<file path="src/rtl/fifo_pkg.sv">
// Shared helpers for the fifo block: pointer width and the o_data reset value.
package fifo_pkg;

    localparam int unsigned ODATA_RST = 0;

    function automatic int ptr_width(input int depth);
        return $clog2(depth);
    endfunction

endpackage

</file>
<file path="src/rtl/fifo_if.sv">
// Producer/consumer handshake and status bundle for the fifo block.
interface fifo_if #(
    parameter int DATA_WIDTH = 8
);
    logic                  wren;
    logic                  rden;
    logic [DATA_WIDTH-1:0] i_data;
    logic [DATA_WIDTH-1:0] o_data;
    logic                  full;
    logic                  empty;

    modport master (
        output wren, rden, i_data,
        input  o_data, full, empty
    );

    modport slave (
        input  wren, rden, i_data,
        output o_data, full, empty
    );
endinterface

</file>
<file path="src/rtl/fifo_mem.sv">
// Dual-port register array: synchronous write, combinational read address.
module fifo_mem #(
    parameter int DEPTH      = 8,
    parameter int DATA_WIDTH = 8,
    parameter int AW         = 3
) (
    input  logic                  clk,
    input  logic                  i_we,
    input  logic [AW-1:0]         i_waddr,
    input  logic [DATA_WIDTH-1:0] i_wdata,
    input  logic [AW-1:0]         i_raddr,
    output logic [DATA_WIDTH-1:0] o_rdata
);
    logic [DATA_WIDTH-1:0] r_mem [DEPTH];

    // Storage is deliberately left unreset; the pointers alone define validity.
    always_ff @(posedge clk) begin
        if (i_we) begin
            r_mem[i_waddr] <= i_wdata;
        end
    end

    assign o_rdata = r_mem[i_raddr];
endmodule

</file>
<file path="src/rtl/fifo.sv">
// fifo top: pointers, occupancy count, flags and the registered read port.
// Build option FIFO_ZERO_ON_EMPTY_READ_EN: a read request while empty clears o_data.
module fifo
    import fifo_pkg::*;
#(
    parameter int DEPTH      = 8,
    parameter int DATA_WIDTH = 8
) (
    input  logic  clk,
    input  logic  rst_n,
    fifo_if.slave bus
);
    localparam int AW = ptr_width(DEPTH);
    localparam int CW = AW + 1;

    logic [AW-1:0]         r_wptr;
    logic [AW-1:0]         r_rptr;
    logic [CW-1:0]         r_count;
    logic [DATA_WIDTH-1:0] r_odata;
    logic [DATA_WIDTH-1:0] w_rdata;
    logic                  w_full;
    logic                  w_empty;
    logic                  w_wr_acc;
    logic                  w_rd_acc;

    assign w_empty  = (r_count == '0);
    assign w_full   = (r_count == CW'(DEPTH));
    assign w_wr_acc = bus.wren && !w_full;
    assign w_rd_acc = bus.rden && !w_empty;

    fifo_mem #(
        .DEPTH      (DEPTH),
        .DATA_WIDTH (DATA_WIDTH),
        .AW         (AW)
    ) u_mem (
        .clk     (clk),
        .i_we    (w_wr_acc),
        .i_waddr (r_wptr),
        .i_wdata (bus.i_data),
        .i_raddr (r_rptr),
        .o_rdata (w_rdata)
    );

    // Note: rst_n is active-high despite its name.
    always_ff @(posedge clk or posedge rst_n) begin
        if (rst_n) begin
            r_wptr  <= '0;
            r_rptr  <= '0;
            r_count <= '0;
        end else begin
            if (w_wr_acc) begin
                r_wptr <= r_wptr + AW'(1);
            end
            if (w_rd_acc) begin
                r_rptr <= r_rptr + AW'(1);
            end
            case ({w_wr_acc, w_rd_acc})
                2'b10:   r_count <= r_count + CW'(1);
                2'b01:   r_count <= r_count - CW'(1);
                default: r_count <= r_count;
            endcase
        end
    end

    always_ff @(posedge clk or posedge rst_n) begin
        if (rst_n) begin
            r_odata <= DATA_WIDTH'(ODATA_RST);
        end else if (w_rd_acc) begin
            r_odata <= w_rdata;
`ifdef FIFO_ZERO_ON_EMPTY_READ_EN
        end else if (bus.rden) begin
            r_odata <= '0;
`endif
        end
    end

    assign bus.o_data = r_odata;
    assign bus.full   = w_full;
    assign bus.empty  = w_empty;
endmodule

</file>
<file path="src/flat_wrapper.sv">
// flat-port wrapper written by rule: the top's interface ports become plain ports
module fifo_flat import fifo_pkg::*;
#(
    parameter int DEPTH      = 8,
    parameter int DATA_WIDTH = 8
)
  (clk, rst_n, bus_wren, bus_rden, bus_i_data, bus_o_data, bus_full, bus_empty);
  fifo_if #(.DATA_WIDTH(DATA_WIDTH)) bus_i ();
  input  logic clk;
  input  logic rst_n;
  input wire logic [$bits(bus_i.wren)-1:0] bus_wren;
  input wire logic [$bits(bus_i.rden)-1:0] bus_rden;
  input wire logic [$bits(bus_i.i_data)-1:0] bus_i_data;
  output wire logic [$bits(bus_i.o_data)-1:0] bus_o_data;
  output wire logic [$bits(bus_i.full)-1:0] bus_full;
  output wire logic [$bits(bus_i.empty)-1:0] bus_empty;
  assign bus_i.wren = bus_wren;
  assign bus_i.rden = bus_rden;
  assign bus_i.i_data = bus_i_data;
  assign bus_o_data = bus_i.o_data;
  assign bus_full = bus_i.full;
  assign bus_empty = bus_i.empty;
  fifo #(.DEPTH(DEPTH), .DATA_WIDTH(DATA_WIDTH)) u_core (.clk(clk), .rst_n(rst_n), .bus(bus_i));
endmodule
</file>
<file path="config.mk">
export PLATFORM = sky130hd
export DESIGN_NAME = fifo_flat
export DESIGN_NICKNAME = d
export VERILOG_FILES = /design/src/rtl/fifo_pkg.sv /design/src/rtl/fifo_if.sv /design/src/rtl/fifo_mem.sv /design/src/rtl/fifo.sv /design/src/flat_wrapper.sv
export SDC_FILE = /design/constraint.sdc
export NUM_CORES = 1
export LEC_CHECK = 0
export CORE_UTILIZATION = 55
export CTS_CLUSTER_SIZE = 40
export DETAILED_ROUTE_END_ITERATION = 8
export GPL_TIMING_DRIVEN = 1
export PLACE_DENSITY = 0.75
export SYNTH_ARGS = -nofsm -noshare
export SYNTH_HDL_FRONTEND = slang
export SYNTH_SLANG_ARGS = --single-unit
</file>
<file path="constraint.sdc">
create_clock -name clk -period 3.05 [get_ports clk]
set_input_delay 0.61 -clock clk [delete_from_list [all_inputs] [get_ports clk]]
set_output_delay 0.61 -clock clk [all_outputs]
set_load 0.005 [all_outputs]
</file>
==> results.json <==
{
  "status": "complete, no violations",
  "die_y_um": 80.74,
  "num_rows": 28,
  "grt_pass1_wl_um": 9335,
  "drive_above_1_share_pct": 17.31,
  "cts-buffers-inserted": 9,
  "tritoncts": "built",
  "routabilityCongestion": 0.7639,
  "routed_wirelength_um": 5902,
  "grt_max_degree": 35,
  "cp.required_ns": 2.44,
  "arrival_ns": 1.80,
  "path_clk_slew_ns": 0.08,
  "crit_path_start": "u_core.r_count[0]",
  "synthCells": 220,
  "clk_latency_ns": 0.35,
  "drcViolationCount": 0,
  "worstSetupEndpoint": "bus_full",
  "synth_top_area_cell": "edfxtp_1",
  "final_common_cell": "edfxtp_1",
  "avgSynthCellArea_sq_um": 15.50,
  "dpl-instance-area_sq_um": 3701,
  "drv_slew": 0,
  "hold_violations": 0,
  "ir_drop_v": 0.0007627,
  "antenna_cells": 0,
  "reg2reg_from": "u_core.r_count[3]",
  "syn2layout_area_growth_pct": 16.07,
  "grt_pass1_vias": 1817,
  "layout_common_cells": "edfxtp_1, nand2_1, clkdlybuf4s50_1",
  "powerDensity_nw_per_um2": 948.9,
  "dr_wl_met3_um": 169,
  "antenna_found_initial": 0,
  "finalNetCount": 273,
  "ys_types": 33,
  "timing.slew.headroom_pct": 54.03,
  "hold_buffers": 0,
  "yosys.area.top_type_share_pct": 56.37,
  "synth_ff_type": "edfxtp_1",
  "top_layer": "met4",
  "vias_per_cell": 5.499,
  "whs_path_depth": 2,
  "hp-class": "flop to flop",
  "finalSetupViolations": 0,
  "reg2reg_slack_ns": 0.66,
  "met1_length_um": 2704,
  "drt-pass1-iter-count": 4,
  "path_class": "flop to primary output",
  "ant_nets": 0,
  "period_needed_ns": 2.407,
  "cts_setup_buffers": 0,
  "synth-edff-count": 64,
  "clock-root-buffer": "clkbuf_8",
  "tightest_slew_ns": 0.6889,
  "wl_met2_um": 2912,
  "cts_max_level": 3,
  "r2r.worst_path.cells": 8,
  "dp_worst_setup_slack_ns": 0.2766,
  "setup_slack_ns": 0.6427,
  "max_freq_mhz": 415.4,
  "clock_path_buffers": 2,
  "ys_seq_area_share_pct": 69.58,
  "cts.sinks": 82,
  "fp.dieArea_sq_um": 6518,
  "core_sq_um": 5956,
  "vias": 1842,
  "gr-usage-all-layers_pct": 20.37,
  "fin_area_sq_um": 3958,
  "drv_cap": 0,
  "synthTopCellsByArea": "edfxtp_1, dfrtp_1, mux2_2",
  "syn_area_sq_um": 3410,
  "final.setup.tns_ns": 0,
  "drtIter0Drc": 141,
  "die_w_um": 80.74,
  "synth-seq-cells": 82,
  "io_buffers": 21,
  "startpoint_type": "flop",
  "endpoint_kind": "primary output",
  "grt-ovfl-total": 0,
  "dp.cells": 317,
  "reg2reg_to": "u_core.r_count[3]",
  "initial_core_util_pct": 57.25,
  "async_reset_ff_share_pct": 21.95,
  "power_leakage_nw": 1.463,
  "cts_resized": 0,
  "grt_setup_unrepaired": "false",
  "instances_no_fill": 335,
  "dp_hpwl_um": 3657,
  "wl_per_cell_um": 17.62,
  "synth_fp_nets": 238,
  "crit_fanout": 6,
  "num_io_pins": 22,
  "yosys_warnings": 0,
  "finalCritPeriodShare_pct": 78.93,
  "fin_skew_ns": 0.004824
}
routing by layer:
metal / GRT usage (%) / vias to the layer above
met5: 0 / -
met4: 9.643 / 0
met3: 4.157 / 12
met2: 33.31 / 34
met1: 26.16 / 900
li1: - / 896
where the power goes:
group,switching [mW],internal (mW)
clock,0.388,0.547
sequential,0.156,1.46
combinational,0.621,0.585
cell usage after synthesis, types with 2 or more instances:
| master | instances |
|---|---|
| xnor2_1 | 4 |
| a221o_1 | 8 |
| edfxtp_1 | 64 |
| o22ai_1 | 8 |
| nor4_1 | 2 |
| ha_1 | 5 |
| dfrtp_1 | 18 |
| nor3_1 | 4 |
| mux2_2 | 16 |
| buf_6 | 3 |
| nand2_1 | 23 |
| or3_1 | 2 |
| nor2_1 | 8 |
| o211ai_1 | 2 |
| clkbuf_1 | 2 |
| mux2i_1 | 17 |
| inv_1 | 7 |
| o21ai_1 | 8 |
| o21ai_0 | 2 |
| nand2b_1 | 4 |
worst min-delay path by stage:
stage | start | end | slack (ns)
after CTS | u_core.bus.o_data[6] | u_core.bus.o_data[6] | 0.49
after floorplan | u_core.bus.o_data[0] | u_core.bus.o_data[0] | 0.48
final | u_core.bus.o_data[7] | u_core.bus.o_data[7] | 0.49
after global placement | u_core.bus.o_data[7] | u_core.bus.o_data[7] | 0.47
after detailed placement | u_core.bus.o_data[6] | u_core.bus.o_data[6] | 0.47
after global routing | u_core.bus.o_data[7] | u_core.bus.o_data[7] | 0.51
worst max-delay path, cell delays in order (launching register included):
cell	delay, ns
dfrtp_1	0.48
nor3_1	0.31
and2_1	0.17
clkdlybuf4s50_1	0.49
sequential cells by signal, summed over array words and instances (netlist names):
name                count
u_core.r_rptr           3
u_core.u_mem.r_mem     64
u_core.bus.o_data       8
u_core.r_count          4
u_core.r_wptr           3
area by class of cell:
cell class                      instances  area [sq um]
Clock buffer                           10         127.6
Clock inverter                          6         113.9
Fill cell                             429          1998
Inverter                                8         30.03
Multi-Input combinational cell        121         919.6
Sequential cell                        82          2372
Tap cell                               75         93.84
Timing Repair Buffer                   33         300.3
through the flow:
step / hold WS [ns] / utilization, % / total power, mW
after floorplan: 0.4768 / - / 2.503
after global placement: 0.4694 / 62.14 / 2.803
after detailed placement: 0.4744 / 62.14 / 2.843
after CTS: 0.4928 / 66.20 / 3.761
after global routing: 0.5129 / 66.45 / 3.959
final: 0.4879 / 66.45 / 3.755
cell families after synthesis:
group	synth area share, %
adders and majority gates	2.422
muxes	10.28
AOI/OAI and AO/OA	6.899
buffers and inverters	3.449
xor gates and xnor gates	1.284
DFF	69.58
and+or+nand+nor	6.092
Note: power is estimated with default switching activity, not from simulation.
